`config.mk`:
```
export PLATFORM = sky130hd
export DESIGN_NAME = mem_arbiter
export DESIGN_NICKNAME = d
export VERILOG_FILES = /design/src/rtl/mem_arbiter.sv
export SDC_FILE = /design/constraint.sdc
export NUM_CORES = 1
export LEC_CHECK = 0
export CORE_MARGIN = 1
export CORE_UTILIZATION = 23
export CTS_CLUSTER_SIZE = 28
export DETAILED_ROUTE_END_ITERATION = 16
export PLACE_DENSITY_LB_ADDON = 0.05
export SYNTH_ARGS = -nofsm -noshare
export SYNTH_HDL_FRONTEND = slang
export SYNTH_SLANG_ARGS = --single-unit
```
`constraint.sdc`:
```
create_clock -name clk -period 2.22 [get_ports clk]
set_input_delay 0.333 -clock clk [delete_from_list [all_inputs] [get_ports clk]]
set_output_delay 0.333 -clock clk [all_outputs]
set_load 0.005 [all_outputs]
```
`src/rtl/mem_arbiter.sv`:
```
// mem_arbiter: round-robin arbiter sharing one memory bus between instruction-fetch and data ports.
// Latency: request to m_req 1 cycle, m_ack to i_ack/d_ack 1 cycle (2 cycles minimum end to end).
// Backpressure: m_req and its payload are held until m_ack or wait-count timeout; one transaction in flight.
module mem_arbiter #(
    parameter int TIMEOUT = 255
) (
    input  logic        clk,
    input  logic        rst,
    input  logic        i_req,
    input  logic [31:0] i_addr,
    output logic [31:0] i_rdata,
    output logic        i_ack,
    input  logic        d_req,
    input  logic        d_we,
    input  logic [31:0] d_addr,
    input  logic [31:0] d_wdata,
    input  logic [3:0]  d_wstrb,
    output logic [31:0] d_rdata,
    output logic        d_ack,
    output logic        m_req,
    output logic        m_we,
    output logic [31:0] m_addr,
    output logic [31:0] m_wdata,
    output logic [3:0]  m_wstrb,
    input  logic [31:0] m_rdata,
    input  logic        m_ack,
    output logic        bus_err
);

    typedef enum logic [1:0] {IDLE, GNT_I, GNT_D} state_t;

    localparam logic       LG_I     = 1'b0;
    localparam logic       LG_D     = 1'b1;
    localparam logic [7:0] TO_LIMIT = 8'(TIMEOUT);

    state_t     state;
    logic       last_grant;
    logic [7:0] wait_cnt;
    logic       aborted;

    logic       cur_req;
    logic       abort_now;
    logic [7:0] cnt_nxt;
    logic       timeout_hit;
    logic       grant_d;
    logic       grant_i;

    // Arbitration and completion decode; dropping req in the m_ack cycle itself is not an abort
    always_comb begin
        cur_req     = (state == GNT_D) ? d_req : i_req;
        abort_now   = aborted | (~cur_req & ~m_ack);
        cnt_nxt     = wait_cnt + 8'd1;
        timeout_hit = (TO_LIMIT != 8'd0) && (cnt_nxt == TO_LIMIT);
        grant_d     = d_req & (~i_req | (last_grant == LG_I));
        grant_i     = i_req & ~grant_d;
    end

    // Grant FSM with registered bus payload, read data and completion pulses
    always_ff @(posedge clk) begin
        if (rst) begin
            state      <= IDLE;
            last_grant <= LG_I;
            wait_cnt   <= 8'd0;
            aborted    <= 1'b0;
            i_rdata    <= 32'd0;
            i_ack      <= 1'b0;
            d_rdata    <= 32'd0;
            d_ack      <= 1'b0;
            m_req      <= 1'b0;
            m_we       <= 1'b0;
            m_addr     <= 32'd0;
            m_wdata    <= 32'd0;
            m_wstrb    <= 4'd0;
            bus_err    <= 1'b0;
        end else begin
            i_ack   <= 1'b0;
            d_ack   <= 1'b0;
            bus_err <= 1'b0;
            case (state)
                IDLE: begin
                    wait_cnt <= 8'd0;
                    aborted  <= 1'b0;
                    if (grant_d) begin
                        state      <= GNT_D;
                        last_grant <= LG_D;
                        m_req      <= 1'b1;
                        m_we       <= d_we;
                        m_addr     <= d_addr;
                        m_wdata    <= d_wdata;
                        m_wstrb    <= d_wstrb;
                    end else if (grant_i) begin
                        state      <= GNT_I;
                        last_grant <= LG_I;
                        m_req      <= 1'b1;
                        m_we       <= 1'b0;
                        m_addr     <= i_addr;
                        m_wdata    <= 32'd0;
                        m_wstrb    <= 4'd0;
                    end
                end
                GNT_I, GNT_D: begin
                    if (m_ack || timeout_hit) begin
                        state   <= IDLE;
                        m_req   <= 1'b0;
                        bus_err <= ~m_ack;
                        if (!abort_now) begin
                            if (state == GNT_D) begin
                                d_ack   <= 1'b1;
                                d_rdata <= m_ack ? m_rdata : 32'd0;
                            end else begin
                                i_ack   <= 1'b1;
                                i_rdata <= m_ack ? m_rdata : 32'd0;
                            end
                        end
                    end else begin
                        wait_cnt <= cnt_nxt;
                        aborted  <= abort_now;
                    end
                end
                default: begin
                    state <= IDLE;
                    m_req <= 1'b0;
                end
            endcase
        end
    end

endmodule

```
==> flow_metrics.tcl <==
set metrics [dict create \
    final_util 0.382 \
    slew_headroom 0.710 \
    clk_latency_ns 0.42 \
    clock_sinks 149 \
    period_share 0.919 \
    grt.overflow.total 0 \
    die_h_microns 165 \
    setup_viol 0 \
    crit_path_start "wait_cnt[1]" \
    place_area_sq_um 9260 \
    syn_avg_cell_area_sq_um 9.49 \
    dp.cells 1207 \
    ir_drop_mv 0.408 \
    setup_tns_ns 0 \
    most-common-layout-cells "272 x clkdlybuf4s50_1, 149 x dfxtp_1, 74 x nor2_1" \
    grt_pass1_wl_microns 31300 \
    fin_crit_ns 2.04 \
    maxCapViolations 0 \
    grt_max_degree 98 \
    numCtsBuffers 17 \
    io_buffers 274 \
    ant_nets 0 \
    crit_fanout 38 \
    crit_path_end_kind "flip-flop" \
    grtUsageTotal 0.147 \
    tightest_slew_ns 0.434 \
    fmax_ghz 0.490 \
    via_count 6094 \
    cts_setup_buffers 0 \
    cts_tree "done" \
    synth_area_sq_um 6090 \
    min_from "rst" \
    layout.nets 1033 \
    synth_edf_count 0 \
    finish.instance_area_sq_um 9950 \
    first_global_vias 6090 \
    synth_ff_type "dfxtp_1" \
    async_flop_share 0 \
    final_common_cell "clkdlybuf4s50_1" \
    antenna_found_initial 0 \
    ys_types 45 \
    fill_cells 2623 \
    ys_seq_area_frac 0.489 \
    ios 275 \
    powerDensity_nw_per_um2 876 \
    totalWireLength_microns 19900 \
    syn_to_final_growth_pct 63.3 \
    final_layout_size_suffix_gt1_frac 0.0763 \
    instances_no_fill 1240 \
    place_hpwl_microns 13600 \
    dr.pass1.iters 4 \
    clk_pin_slew_ns 0.06 \
    ys_ff_latch 149 \
    fp.dieW_microns 165 \
    skew_ns 0.0109 \
    core_sq_um 26100 \
    routabilityCongestion 0.789 \
    outcome "finished, final reports clean" \
    clock_path_buffers 2 \
    via_per_inst 4.91 \
    p_leak_nw 3.49 \
    crit_type "reg2reg" \
    required_ns 2.49 \
    fin_worst_hold_slack_ns 0.223 \
    cts-root-buf "clkbuf_16" \
    start_util 0.234 \
    drt-initial-drc-count 261 \
    r2r-start "wait_cnt[1]" \
    die_area_sq_um 27200 \
    worstPathArrival_ns 2.31 \
    placementRows 59 \
    synthCells 642 \
    ctsHtreeMaxLevel 4 \
    drv_slew 0 \
    yosysWarnings 0 \
    worstHoldPathType "in2reg" \
    rsz0062_at_grt "no" \
    hold_viol_final 0 \
    avgRoutedWirePerCell_microns 16.0 \
    drc 0 \
    critPathLaunchType "flip-flop" \
    syn_nets 784 \
]
## layer usage
| metal | vias up | GRT usage | wire length [microns] |
|---|---|---|---|
| met2 | 191 | 0.251 | 9750 |
| met1 | 2909 | 0.168 | 8210 |
| met4 | 0 | 0.0601 | 431 |
| met3 | 25 | 0.0487 | 1490 |
| li1 | 2969 | - | - |
| met5 | - | 0 | 0 |
## critical path, cell delays in order, from the launching register on
cell      delay [ns]
dfxtp_1         0.45
ha_1            0.25
and3_1          0.22
mux2i_2         0.26
o21ai_2         0.13
o21bai_4        0.20
buf_12          0.23
a311oi_1        0.14
## Yosys cell counts (3+ instances only)
| library cell | instances | area share |
|---|---|---|
| dfxtp_1 | 149 | 0.49 |
| nor2_1 | 76 | 0.047 |
| a311oi_1 | 65 | 0.093 |
| a31oi_1 | 64 | 0.066 |
| clkbuf_1 | 50 | 0.031 |
| a22oi_1 | 37 | 0.046 |
| nand2_1 | 37 | 0.023 |
| mux2i_1 | 35 | 0.057 |
| a211oi_1 | 33 | 0.041 |
| buf_2 | 11 | 0.0090 |
| nand3_1 | 9 | 0.0074 |
| a21oi_1 | 6 | 0.0049 |
| inv_1 | 6 | 0.0037 |
| nand2b_1 | 6 | 0.0062 |
| o211ai_1 | 6 | 0.0074 |
| and3_1 | 4 | 0.0041 |
| ha_1 | 4 | 0.0082 |
| nand4_1 | 4 | 0.0041 |
| o21ai_0 | 4 | 0.0033 |
| and3b_1 | 3 | 0.0043 |
| buf_4 | 3 | 0.0037 |
| buf_6 | 3 | 0.0055 |
| nor2b_1 | 3 | 0.0031 |
## area by class of cell
cell class                      count  area [sq um]  area share
Timing Repair Buffer              297          3010       0.302
Sequential cell                   149          2980       0.300
Multi-Input combinational cell    419          2830       0.284
Clock buffer                       19           443      0.0445
Tap cell                          335           419      0.0421
Clock inverter                     13           243      0.0244
Inverter                            7          26.3     0.00264
Antenna cell                        1          2.50    0.000251
## kinds of logic after synthesis
logic type                 count (synthesis)  share of synthesized area
AOI/OAI and AO/OA                        227                      0.280
and+or+nand+nor                          152                      0.110
DFF                                      149                      0.489
buffers and inverters                     74                     0.0534
muxes                                     35                     0.0575
adders and majority gates                  4                    0.00821
xor gates and xnor gates                   1                    0.00144
## per-stage QoR
stage	total power [mW]	worst slack (ns)
global placement	5.38	0.248
global route	9.22	0.0311
CTS	8.87	0.178
detailed placement	5.40	0.210
finish	8.72	0.179
floorplan	4.19	0.325
## report_power, final
| part | internal [mW] | total, mW | switching [mW] |
|---|---|---|---|
| combinational | 1.14 | 2.20 | 1.06 |
| sequential | 2.97 | 3.13 | 0.160 |
| clock | 2.17 | 3.40 | 1.23 |
## sequential cells by signal (all words and copies together), names as in the netlist, 2 cells and up
name      flops
d_rdata      32
m_wstrb       4
wait_cnt      8
m_wdata      32
m_addr       32
state         2
i_rdata      32
## what timing repair did
action,4_1_cts,5_1_grt
gates resized for setup,0,2
endpoints found under the setup margin,0,8
hold buffers,0,0
## final timing paths
| kind | endpoint | slack [ns] | cells past startpoint |
|---|---|---|---|
| setup reg to reg | i_rdata[27] | 0.18 | 7 |
| setup / recovery | i_rdata[27] | 0.18 | 7 |
| hold / removal | wait_cnt[1] | 0.22 | 2 |
| hold reg to reg | aborted | 0.47 | 2 |
Power figures use the tool's default switching activity.
